## config.mk

```make
export PLATFORM = sky130hd
export DESIGN_NAME = clasificador_vc
export DESIGN_NICKNAME = d
export VERILOG_FILES = /design/src/rtl/clasificador_vc.sv
export SDC_FILE = /design/constraint.sdc
export NUM_CORES = 1
export LEC_CHECK = 0
export BUFFER_PORTS_ARGS = -buffer_cell sky130_fd_sc_hd__clkbuf_2
export CORE_MARGIN = 2
export CORE_UTILIZATION = 48
export CTS_CLUSTER_DIAMETER = 60
export CTS_CLUSTER_SIZE = 14
export DETAILED_ROUTE_END_ITERATION = 7
export GPL_ROUTABILITY_DRIVEN = 0
export PLACE_DENSITY = 0.77
export SYNTH_ARGS = -nofsm -noshare
export SYNTH_HDL_FRONTEND = slang
export SYNTH_SLANG_ARGS = --single-unit
```

## constraint.sdc

```tcl
create_clock -name clk -period 4.64 [get_ports clk]
set_input_delay 0.928 -clock clk [delete_from_list [all_inputs] [get_ports clk]]
set_output_delay 0.928 -clock clk [all_outputs]
set_load 0.02 [all_outputs]
```

## src/rtl/clasificador_vc.sv

```systemverilog
`default_nettype none
// ============================================================================
// Module   : clasificador_vc
// Brief    : Drains the main ingress FIFO into the VC0/VC1 FIFOs by class bit,
//            with head-of-line backpressure and per-VC push counters.
// Revision : 1.0 - initial release
// ============================================================================
module clasificador_vc #(
    parameter int DATA_WIDTH = 6,
    parameter int SEL_BIT    = 5,
    parameter int CNT_WIDTH  = 8
) (
    input  logic                  clk,
    input  logic                  reset,
    input  logic [DATA_WIDTH-1:0] main_data,
    input  logic                  main_empty,
    output logic                  main_pop,
    input  logic                  VC0_almost_full,
    input  logic                  VC1_almost_full,
    output logic [DATA_WIDTH-1:0] VC0_data,
    output logic                  VC0_push,
    output logic [DATA_WIDTH-1:0] VC1_data,
    output logic                  VC1_push,
    output logic [CNT_WIDTH-1:0]  VC0_count,
    output logic [CNT_WIDTH-1:0]  VC1_count,
    output logic                  idle
);

    typedef enum logic [1:0] {
        ST_IDLE   = 2'd0,
        ST_ACTIVE = 2'd1,
        ST_PAUSED = 2'd2
    } state_t;

    state_t                  state_q, state_d;
    logic [DATA_WIDTH-1:0]   vc0_data_q, vc0_data_d;
    logic [DATA_WIDTH-1:0]   vc1_data_q, vc1_data_d;
    logic                    vc0_push_q, vc0_push_d;
    logic                    vc1_push_q, vc1_push_d;
    logic [CNT_WIDTH-1:0]    vc0_count_q, vc0_count_d;
    logic [CNT_WIDTH-1:0]    vc1_count_q, vc1_count_d;

    logic w_tgt;
    logic w_blocked;
    logic w_pop;

    // Only the head word's target pause matters; the other VC is never consulted.
    always_comb begin
        w_tgt     = main_data[SEL_BIT];
        w_blocked = w_tgt ? VC1_almost_full : VC0_almost_full;
        w_pop     = !reset && !main_empty && !w_blocked;
    end

    always_comb begin
        state_d     = state_q;
        vc0_data_d  = vc0_data_q;
        vc1_data_d  = vc1_data_q;
        vc0_push_d  = 1'b0;
        vc1_push_d  = 1'b0;
        vc0_count_d = vc0_count_q;
        vc1_count_d = vc1_count_q;

        if (main_empty) begin
            state_d = ST_IDLE;
        end else if (w_blocked) begin
            state_d = ST_PAUSED;
        end else begin
            state_d = ST_ACTIVE;
        end

        if (w_pop && !w_tgt) begin
            vc0_data_d  = main_data;
            vc0_push_d  = 1'b1;
            vc0_count_d = vc0_count_q + CNT_WIDTH'(1);
        end
        if (w_pop && w_tgt) begin
            vc1_data_d  = main_data;
            vc1_push_d  = 1'b1;
            vc1_count_d = vc1_count_q + CNT_WIDTH'(1);
        end
    end

    always_ff @(posedge clk) begin
        if (reset) begin
            state_q     <= ST_IDLE;
            vc0_data_q  <= '0;
            vc1_data_q  <= '0;
            vc0_push_q  <= 1'b0;
            vc1_push_q  <= 1'b0;
            vc0_count_q <= '0;
            vc1_count_q <= '0;
        end else begin
            state_q     <= state_d;
            vc0_data_q  <= vc0_data_d;
            vc1_data_q  <= vc1_data_d;
            vc0_push_q  <= vc0_push_d;
            vc1_push_q  <= vc1_push_d;
            vc0_count_q <= vc0_count_d;
            vc1_count_q <= vc1_count_d;
        end
    end

    // A push already in flight is suppressed as soon as reset is raised.
    assign main_pop  = w_pop;
    assign VC0_push  = vc0_push_q && !reset;
    assign VC1_push  = vc1_push_q && !reset;
    assign VC0_data  = vc0_data_q;
    assign VC1_data  = vc1_data_q;
    assign VC0_count = vc0_count_q;
    assign VC1_count = vc1_count_q;
    assign idle      = (state_q == ST_IDLE);

endmodule
`default_nettype wire
```

# Word-level counts from Yosys, hierarchy flattened
# Index checks and enable logic that the tools add are counted.
[op_classes]
n_addsub = 2
muxes = 4
n_reduce_logical = 12
[ops]
columns = ["operator", "n"]
rows = [
  ["$add A8 B1 Y8 const B", 2],
  ["$logic_and A1 B1 Y1", 6],
  ["$logic_not A1 Y1", 4],
  ["$mux W1", 3],
  ["$logic_not A2 Y1", 1],
  ["$mux W2", 1],
  ["$reduce_or A2 Y1", 1],
]
[word_totals]
reg_bits = 32
inputBits = 11
output_inout_bits = 32
word_cells = 25

# Longest topological paths before layout
[logic_depth]
depth_word = 5
ltp_mapped = 7

# Least setup slack after synthesis
# OpenSTA, ideal clock, no wires.
[synth_path]
path_type = "input to output"
start = "input reset"
end = "output main_pop"
arrival_time_ps = 1955
required_ps = 3712
path_slack_ps = 1757
stages = 4
path_cell_list = "buf_6 > or4_1 > clkbuf_1 > nand2_1"
[synth_between]
elab_chain_cells = 3
[synth_lines]
columns = ["element", "line_no", "text"]
rows = [
  ["start, declared", "14", "input logic reset,"],
  ["$logic_not A1 Y1", "51", "w_pop = !reset && !main_empty && !w_blocked;"],
  ["$logic_and A1 B1 Y1 (2 in series)", "51", ""],
  ["end, declared", "17", "output logic main_pop,"],
]
# Every way passes these cells.

# Worst setup path in the final report
# Ends and elaborated chain as after synthesis.

==> flow_summary_export.csv <==
group,metric,value,unit
floorplan,dieArea,3040,um^2
route,via_per_inst,5.27,
synthesis,synth_flop_cell,"dfxtp_1",
critical_path,critPathMaxStageDelay,0.75,ns
route,drc,0,
floorplan,core,2480,um^2
critical_path,cp_cell_sequence,"clkbuf_2 -> or4_1 -> nand2_1 -> clkbuf_2",
global_routing,antenna_found_initial,0,
synthesis,synth_seq_cells,32,
power,power.share.sequential,0.590,
finish,n_antenna_cell,0,
timing,finalSetupViolCount,0,
power,power_leakage,0.669,nW
global_routing,grt-ovfl-total,0,
critical_path,crit_family,"simple AND/OR/NAND/NOR gates",
power,switching_power,0.114,mW
power,p_int,0.366,mW
clock_tree,cts_buffers,5,
synthesis,synthAdderAreaFrac,0.0199,
route,avgRoutedWirePerCell,12.2,um
timing,period_share,0.676,
synthesis,syn_nets,155,
route,first_iter_violations,16,
timing,setup_tns,0,ns
critical_path,cpMostUsedCell,"clkbuf_2",
timing,skew,0.00689,ns
synthesis,ys_types,29,
clock_tree,clkSinkCount,32,
min_path,worstHoldPathType,"reg2reg",
global_routing,use_met2,0.310,
global_routing,grt_pass1_wl,4150,um
route,firstDrtPassIters,4,
synthesis,synth_top_family_by_area,"simple AND/OR/NAND/NOR gates",
floorplan,chipHeight,55.2,um
floorplan,dieWidth,55.2,um
clock_tree,cts-htree-levels,2,
power,combPwrFrac,0.069,
clock_tree,clock_tree.root_cell,"clkbuf_4",
synthesis,post-synth-top-area-cell,"dfxtp_1",
timing,setup_slack,1.51,ns
clock_tree,clkTransAtPathRegs,0.08,ns
timing,final_hold_viol_count,0,
global_routing,track_usage,0.199,
clock_tree,cts.repair.resized,0,
synthesis,syn_area,1260,um^2
synthesis,ys_seq_area_frac,0.510,
synthesis,synthXorXnorAreaFrac,0.0139,
route,wirelength,2620,um
clock_tree,postCtsSetupRepairBufs,0,
global_routing,met3_usage,0.0887,
timing,grt_setup_unrepaired,"false",
floorplan,ios,43,
floorplan,row_count,18,
global_routing,top_usage_layer,"met2",
run,cap_violations,0,
critical_path,cp_num_buf_inv,2,
placement,io_buffers,42,
timing,tightest_slew,0.478,ns
synthesis,async_flop_share,0,
clock_tree,cts_buffer_depth,2,
run_status,status,"completed",
finish,drive_gt1_frac,0.276,
timing,period_needed,3.13,ns
timing,slew_viol_final,0,
synthesis,yosys-top-cells-count,"32 x dfxtp_1, 31 x nand2_1, 15 x o21ai_0",
route,postRouteAntennaNets,0,
synthesis,yosysWarnings,0,
timing,fmax,319,MHz
critical_path,crit_required,3.71,ns
synthesis,synth-compound-area-share,0.145,
synthesis,yosysMostFrequentCell,"dfxtp_1",
placement,place_hpwl,1850,um
critical_path,path_max_fanout,19,
critical_path,crit_slowest_cell,"or4_1",
synthesis,synth_edf_count,0,
synthesis,synthMuxAreaShare,0.0339,
synthesis,synthSimpleGateAreaFrac,0.227,
synthesis,netlist.area_leader.share,0.510,
power,clkPwrFrac,0.340,
clock_tree,cts_tree,"built",
clock_tree,clk_latency,0.33,ns
clock_tree,ctsHoldBuffers,0,
finish,final_nets,197,
critical_path,critPathCaptureType,"output pin",
critical_path,critical_path_class,"in2out",
timing,max_slew_margin,0.679,
global_routing,grt_pass1_vias,966,
power,p_sw_frac,0.237,
synthesis,avgSynthCellArea,8.85,um^2
floorplan,start_util,0.507,
route,num_vias,1133,
placement,pre_cts_ws,1.51,ns
global_routing,grt_max_degree,20,
critical_path,arrival,2.21,ns
synthesis,synth.area.top_cells,"dfxtp_1 51%, nand2_1 9.3%, o21ai_0 6.0%, a21oi_1 2.8%, or4_1 2.4%",
global_routing,grtUsageMet1,0.241,
power,p_per_area,316,nW/um^2
finish,area_delta_synth_final,20.9,%
critical_path,critPathLaunchType,"input port",
synthesis,syn_inst,142,
power,ir_drop,0.222,mV
## sequential cells by signal, summed over array words and instances, names as in the netlist
signal and count:
vc0_push_q 1, state_q 2, vc1_push_q 1, VC1_data 6, VC1_count 8, VC0_data 6
VC0_count 8
## routing by layer
metal,share of wire,up-vias
li1,-,580
met1,0.43,516
met2,0.49,32
met3,0.070,5
met4,0.010,0
met5,0,-
## cell families (layout without fill, tap and decap cells)
group / after synthesis / in the layout
and+or+nand+nor: 59 / 59
DFF: 32 / 32
AOI/OAI and AO/OA: 31 / 31
buffers and inverters: 12 / 55
muxes: 4 / 4
adders and majority gates: 2 / 2
xor gates and xnor gates: 2 / 2
## cell type report
cell class              count  area, um^2
clock buffers               8        58.8
well taps                  30        37.5
inverters                   5        18.8
multi-input cells          98         553
fillers                   229         958
repair buffers             42         210
flip-flops and latches     32         641
## cells in the final DEF, fill, tap and decap left out, types with 3 or more instances in the layout
| cell | netlist | layout |
|---|---|---|
| dfxtp_1 | 32 | 32 |
| or3_1 | 3 | 3 |
| a21oi_1 | 7 | 7 |
| inv_1 | 3 | 3 |
| o31ai_1 | 3 | 3 |
| or4_1 | 4 | 4 |
| nor2_1 | 5 | 5 |
| o21ai_0 | 15 | 15 |
| clkbuf_4 | 0 | 5 |
| nand2_1 | 31 | 31 |
| clkbuf_2 | 0 | 42 |
| nand3_1 | 5 | 5 |
## stage by stage
step,power (mW),cells,area (um^2),utilization,hold slack [ns]
floorplan,0.311,142,1260,-,0.533
global placement,0.322,207,1460,0.589,0.438
detailed placement,0.323,207,1460,0.589,0.438
CTS,0.485,215,1520,0.613,0.466
global route,0.505,215,1520,0.613,0.488
finish,0.480,215,1520,0.613,0.460
## power groups by stage
| stage | clock network [mW] | registers (mW) | logic (mW) |
|---|---|---|---|
| floorplan | 0 | 0.295 | 0.0161 |
| global placement | 0 | 0.290 | 0.0323 |
| detailed placement | 0 | 0.290 | 0.0334 |
| CTS | 0.168 | 0.283 | 0.0336 |
| global route | 0.184 | 0.284 | 0.0371 |
| finish | 0.163 | 0.283 | 0.0332 |
## worst paths after layout
check | start | slack, ns | cells past startpoint | end
worst min register to register | VC1_data[5]$_SDFFE_PP0P_ | 0.46 | 1 | VC1_data[5]$_SDFFE_PP0P_
worst min-delay path | VC1_data[5]$_SDFFE_PP0P_ | 0.46 | 1 | VC1_data[5]$_SDFFE_PP0P_
worst max-delay path | reset | 1.51 | 4 | main_pop
worst max register to register | VC1_count[0]$_SDFFE_PP0P_ | 3.24 | 4 | VC1_count[6]$_SDFFE_PP0P_
Note: power is estimated with default switching activity, not from simulation.
